--- src/rtl/smp_bus_pkg.sv ---
// smp_bus_pkg: shared FSM state/op types, core-count limit and saturating increment for smp_bus_ctrl
package smp_bus_pkg;
  localparam int MAX_CORES = 8;
  typedef enum logic [2:0] {IDLE, SNOOP, MEM_RD, MEM_WR, RESP} bus_state_t;
  typedef enum logic {OP_RD = 1'b0, OP_WB = 1'b1} bus_op_t;
  function automatic logic [31:0] sat_inc(input logic [31:0] v);
    return (&v) ? v : v + 32'd1;
  endfunction
endpackage

--- src/rtl/smp_bus_ctrl_rr_arbiter.sv ---
// rr_arbiter: combinational round-robin pick of the first requester after last_grant
module rr_arbiter import smp_bus_pkg::*; #(
  parameter int N = 2
) (
  input  logic [N-1:0]         req,
  input  logic [$clog2(N)-1:0] last_grant,
  output logic [N-1:0]         grant,
  output logic [$clog2(N)-1:0] grant_idx
);
  localparam int IW = $clog2(N);
  logic          found;
  logic [IW-1:0] k;
  always_comb begin
    grant = '0;
    grant_idx = '0;
    found = 1'b0;
    k = '0;
    for (int i = 1; i <= N; i++) begin
      k = IW'((int'(last_grant) + i) % N);
      if (!found && req[k]) begin
        found = 1'b1;
        grant_idx = k;
        grant[k] = 1'b1;
      end
    end
  end
endmodule

--- src/rtl/smp_bus_ctrl.sv ---
// smp_bus_ctrl: round-robin snooping shared-bus controller; statistics counters built only with SMP_BUS_STATS_EN
module smp_bus_ctrl import smp_bus_pkg::*; #(
  parameter int NCORES  = 2,
  parameter int AW      = 32,
  parameter int DW      = 32,
  parameter int MEM_LAT = 2
) (
  input  logic                       clk,
  input  logic                       reset,
  input  logic [NCORES-1:0]          req_valid,
  input  logic [NCORES-1:0]          req_op,
  input  logic [NCORES-1:0][AW-1:0]  req_addr,
  input  logic [NCORES-1:0][DW-1:0]  req_wdata,
  output logic [NCORES-1:0]          req_ready,
  output logic [NCORES-1:0]          resp_valid,
  output logic [DW-1:0]              resp_data,
  output logic                       snoop_valid,
  output logic [AW-1:0]              snoop_addr,
  output logic [NCORES-1:0]          snoop_src,
  input  logic [NCORES-1:0]          snoop_hit,
  input  logic [NCORES-1:0][DW-1:0]  snoop_data,
  output logic                       mem_rd,
  output logic                       mem_wr,
  output logic [AW-1:0]              mem_addr,
  output logic [DW-1:0]              mem_wdata,
  input  logic [DW-1:0]              mem_rdata,
  output logic [31:0]                stat_c2c,
  output logic [31:0]                stat_memrd,
  output logic [31:0]                stat_wb
);
  localparam int IW = $clog2(NCORES);
  localparam int CW = $clog2(MEM_LAT + 1);
  bus_state_t        state, state_n;
  logic [AW-1:0]     lat_addr;
  logic [DW-1:0]     lat_wdata, data_r;
  logic [IW-1:0]     last_grant, lat_idx, grant_idx, hit_idx;
  logic [NCORES-1:0] grant, src, hit_mask;
  logic [CW-1:0]     cnt;
  logic              start;
  rr_arbiter #(.N(NCORES)) u_arb (
    .req        (req_valid),
    .last_grant (last_grant),
    .grant      (grant),
    .grant_idx  (grant_idx)
  );
  assign src      = NCORES'(1) << lat_idx;
  assign hit_mask = snoop_hit & ~src;
  assign start    = state == IDLE && |req_valid;
  always_comb begin
    hit_idx = '0;
    for (int i = NCORES - 1; i >= 0; i--) hit_idx = hit_mask[i] ? IW'(i) : hit_idx;
  end
  always_ff @(posedge clk) state <= reset ? IDLE : state_n;
  always_comb begin
    state_n = state;
    case (state)
      IDLE:    state_n = !start ? IDLE : (req_op[grant_idx] == OP_WB) ? MEM_WR : SNOOP;
      SNOOP:   state_n = |hit_mask ? RESP : MEM_RD;
      MEM_RD:  state_n = (cnt == '0) ? RESP : MEM_RD;
      MEM_WR:  state_n = RESP;
      default: state_n = IDLE;
    endcase
  end
  always_ff @(posedge clk) begin
    if (reset) begin
      last_grant <= IW'(NCORES - 1);
      lat_addr   <= '0;
      lat_wdata  <= '0;
      lat_idx    <= '0;
      data_r     <= '0;
      cnt        <= '0;
    end else begin
      if (start) begin
        last_grant <= grant_idx;
        lat_idx    <= grant_idx;
        lat_addr   <= req_addr[grant_idx];
        lat_wdata  <= req_wdata[grant_idx];
      end
      if (state == SNOOP) begin
        data_r <= snoop_data[hit_idx];
        cnt    <= CW'(MEM_LAT - 1);
      end
      if (state == MEM_RD) begin
        cnt <= cnt - CW'(1);
        if (cnt == '0) data_r <= mem_rdata;
      end
    end
  end
  always_comb begin
    req_ready   = (state == IDLE && !reset) ? grant : '0;
    resp_valid  = (state == RESP && !reset) ? src : '0;
    resp_data   = data_r;
    snoop_valid = state == SNOOP && !reset;
    snoop_addr  = snoop_valid ? lat_addr : '0;
    snoop_src   = snoop_valid ? src : '0;
    mem_rd      = state == MEM_RD && !reset;
    mem_wr      = state == MEM_WR && !reset;
    mem_addr    = (mem_rd || mem_wr) ? lat_addr : '0;
    mem_wdata   = mem_wr ? lat_wdata : '0;
  end
`ifdef SMP_BUS_STATS_EN
  logic is_wb, is_hit;
  always_ff @(posedge clk) begin
    if (reset) begin
      is_wb      <= 1'b0;
      is_hit     <= 1'b0;
      stat_c2c   <= '0;
      stat_memrd <= '0;
      stat_wb    <= '0;
    end else begin
      if (start) is_wb <= req_op[grant_idx] == OP_WB;
      if (state == SNOOP) is_hit <= |hit_mask;
      if (state == RESP) begin
        if (is_wb) stat_wb <= sat_inc(stat_wb);
        else if (is_hit) stat_c2c <= sat_inc(stat_c2c);
        else stat_memrd <= sat_inc(stat_memrd);
      end
    end
  end
`else
  assign stat_c2c   = '0;
  assign stat_memrd = '0;
  assign stat_wb    = '0;
`endif
endmodule

--- config.mk ---
export PLATFORM = sky130hd
export DESIGN_NAME = smp_bus_ctrl
export DESIGN_NICKNAME = d
export VERILOG_FILES = /design/src/rtl/smp_bus_pkg.sv /design/src/rtl/smp_bus_ctrl_rr_arbiter.sv /design/src/rtl/smp_bus_ctrl.sv
export SDC_FILE = /design/constraint.sdc
export NUM_CORES = 1
export LEC_CHECK = 0
export ABC_CLOCK_PERIOD_IN_PS = 3380
export BUFFER_PORTS_ARGS = -buffer_cell sky130_fd_sc_hd__buf_4
export CORE_AREA = 2 2 181 183
export CTS_BUF_LIST = sky130_fd_sc_hd__clkbuf_4
export DETAILED_ROUTE_END_ITERATION = 10
export DIE_AREA = 0 0 183 185
export PLACE_DENSITY = 0.53
export SLEW_MARGIN = 25
export SYNTH_ARGS = -nofsm -noshare
export SYNTH_HDL_FRONTEND = slang
export SYNTH_SLANG_ARGS = --single-unit
--- constraint.sdc ---
create_clock -name clk -period 3.38 [get_ports clk]
set_clock_uncertainty 0.2 [all_clocks]
set_input_delay 0.338 -clock clk [delete_from_list [all_inputs] [get_ports clk]]
set_output_delay 0.338 -clock clk [all_outputs]
set_load 0.01 [all_outputs]
==> run summary <==
Final nets = 1576
Dpl cells = 1558
Pin count of the biggest net entering global routing = 46
Worst Hold Slack = 0.0523 ns
Slew Limit Fails = 0
GRT Residual Overflow = 0
Post-DP HPWL = 18.8 mm
Sw frac = 0.380
CP max stage delay = 0.65 ns
Pre-Repair DR Iteration Count = 4
Area growth syn-to-layout = 69.8%
H-tree levels = 3
Period utilisation layout = 0.919
Total GRT Usage = 0.156
Worst Path Required = 2.84 ns
Die H = 185 um
Worst-margin pin slew = 0.747 ns
CTS tree = done
Die W = 183 um
Final setup viols = 0
Startpoint Class = flip-flop
Max FO, Critical Path = 34
Final Hold Fails = 0
WS Path Type = flip-flop to primary output
Post-synth EDFFs = 0
Area taken by multi-input logic gates = 3760 um^2
Hold Crit Start = snoop_data[30]
First-pass GRT wire length = 41.8 mm
Port Buffer Count = 368
Power Density = 403 nW/um^2
Max IR drop VDD = 0.160 mV
Number of DRC markers in iteration 0 = 250
Fin cells = 1759
Max-cap violations = 0
WP buf/inv = 1
CTS clk-pin slew, worst paths = 0.18 ns
Post-DRT Antenna Nets = 0
RSZ-0062 raised after global routing = false
Status = complete, no violations
Post-synth top flop = dfxtp_1
FMAX = 322 MHz
Number of register bits inferred by synthesis = 103
Root Driver = clkbuf_4
Worst slew margin relative to its limit = 0.501
# clock sinks = 103
Launch point of the worst reg-to-reg path = state[0]
Fillers = 3333
Synthesized area per cell = 7.96 um^2
CP Data Arrival Time = 2.57 ns
Area after DPL = 9400 um^2
Clk pwr share = 0.150
Vias in the first global route = 7767
Post-CTS Setup Inserts = 0
DR vias/cell = 4.35
Minimum clock period = 3.11 ns
DIE AREA = 33900 um^2
Post-synthesis cell count = 840
Total Wirelength = 28.3 mm
TNS Setup = 0 ns
DRC errors left = 0
Combinational power share = 0.459
Synth cell types = 42
Initial antenna violation count = 2
Slowest CP cell = dfxtp_2
Cell row count = 66
Ys async rst share = 0
Post-CTS Resized = 0
Final Instance Area = 11300 um^2
Layout cells sized above 1 = 0.315
Synthesized cell area = 6680 um^2
Core Region = 32000 um^2
Worst Setup SP = state[0]
Synth warn = 0
Num CTS Buffers = 9
Worst path top cell family by delay = simple AND/OR/NAND/NOR gates
Class of the most critical hold timing path = input port to flip-flop
FF+latch area = 2060 um^2
Total chip power = 4.57 mW
CP Cell Sequence = or3b_1 > nor2_4 > and2_1 > buf_4
I/O pins = 465
Nature of the critical path endpoint = primary output
Vias = 7648
Pint = 2.83 mW
GPL Wtd Cong = 0.785
Psw = 1.74 mW
Maximum buffer depth of the clock tree = 2
Worst-Skew Late Latency = 0.49 ns
Initial Util = 0.209
DR WL/cell = 16.1 um
Register area share after synthesis = 0.308
Leak = 5.59 nW
Flop pwr share = 0.391
cell type report:
| type | count | share of cell area |
|---|---|---|
| antenna | 3 | 0.000662 |
| clock buffer | 9 | 0.00595 |
| clock inverter | 7 | 0.00474 |
| inverter | 36 | 0.0119 |
| multi-input combinational | 624 | 0.331 |
| sequential | 103 | 0.182 |
| tap | 408 | 0.0450 |
| timing repair buffer | 569 | 0.419 |
what timing repair did:
item / CTS / global route
hold buffers: 179 / 3
endpoints found under the setup margin: 0 / 0
endpoints found under the hold margin: 97 / 3
state kept, by name, indices dropped and copies added (netlist names):
register,cells
lat_addr,32
state,3
last_grant,1
cnt,2
lat_idx,1
resp_data,32
lat_wdata,32
power by group through the flow:
stage | clock network (mW) | registers [mW] | logic (mW)
after floorplan | 0 | 1.75 | 1.00
after global placement | 0 | 1.81 | 1.62
after detailed placement | 0 | 1.81 | 1.63
after CTS | 0.730 | 1.79 | 2.09
after global routing | 0.765 | 1.82 | 2.29
final | 0.685 | 1.79 | 2.10
worst min-delay path, delay by kind of cell:
kind / cells / cell delay, ns
buffers and inverters: 1 / 0.07
AO/OA/AOI/OAI: 2 / 0.29
cells in the mapped netlist, drive strengths merged, types with 2 or more instances:
cell type / n / area [um^2]
a21oi: 2 / 10.0
nand2b: 66 / 413
clkbuf: 40 / 150
a211oi: 33 / 293
nor3: 2 / 10.0
nor3b: 3 / 33.8
and2: 68 / 425
buf: 132 / 958
a21bo: 2 / 20.0
inv: 36 / 135
or2: 2 / 12.5
o32ai: 33 / 289
o21bai: 2 / 15.0
o21ai: 4 / 20.0
nor2: 36 / 145
dfxtp: 103 / 2060
nand2: 132 / 495
and3: 33 / 206
and3b: 32 / 280
a32oi: 65 / 569
logic make-up after synthesis:
logic type | count (synthesis) | synth area share
flops | 103 | 0.308
mux | 2 | 0.00318
simple gates | 381 | 0.314
buf+inv | 208 | 0.186
compound gates | 144 | 0.186
fa+ha+maj | 1 | 0.00187
other cells | 1 | 0.000561
cells in the final DEF, fill, tap and decap left out, types with 2 or more instances in the layout:
| cell type | instances |
|---|---|
| inv_6 | 3 |
| a211oi_2 | 9 |
| dfxtp_1 | 102 |
| o21bai_1 | 2 |
| nor3_1 | 2 |
| and3b_1 | 32 |
| dlygate4sd3_1 | 182 |
| nand2b_1 | 66 |
| inv_1 | 36 |
| a32oi_1 | 65 |
| and3_1 | 33 |
| buf_4 | 385 |
| a211oi_1 | 24 |
| o32ai_1 | 33 |
| nand2_1 | 131 |
| nor2_4 | 2 |
| o21ai_0 | 4 |
| a21bo_2 | 2 |
| conb_1 | 96 |
| and2_1 | 68 |
| buf_12 | 2 |
| nor2_1 | 34 |
| a21oi_1 | 2 |
| clkbuf_4 | 9 |
| diode_2 | 3 |
per-layer routing:
metal	wire, um	vias up	part of all wire	GRT usage
met1	11800	3591	0.42	0.181
li1	-	3701	-	-
met2	14000	324	0.49	0.288
met4	637	0	0.023	0.0506
met5	0	-	0	0
met3	1830	32	0.065	0.0315
metrics by stage:
step	utilization	worst slack, ns
after global placement	0.293	0.906
after global routing	0.354	0.147
after CTS	0.353	0.253
final	0.354	0.275
after floorplan	-	1.52
after detailed placement	0.293	0.846
worst paths after layout:
kind / endpoint / cells after the start / slack [ns]
min reg2reg: cnt[1] / 2 / 0.29
max: snoop_addr[7] / 4 / 0.27
max reg2reg: lat_wdata[27] / 6 / 0.64
min: resp_data[30] / 3 / 0.05
Power figures use the tool's default switching activity.
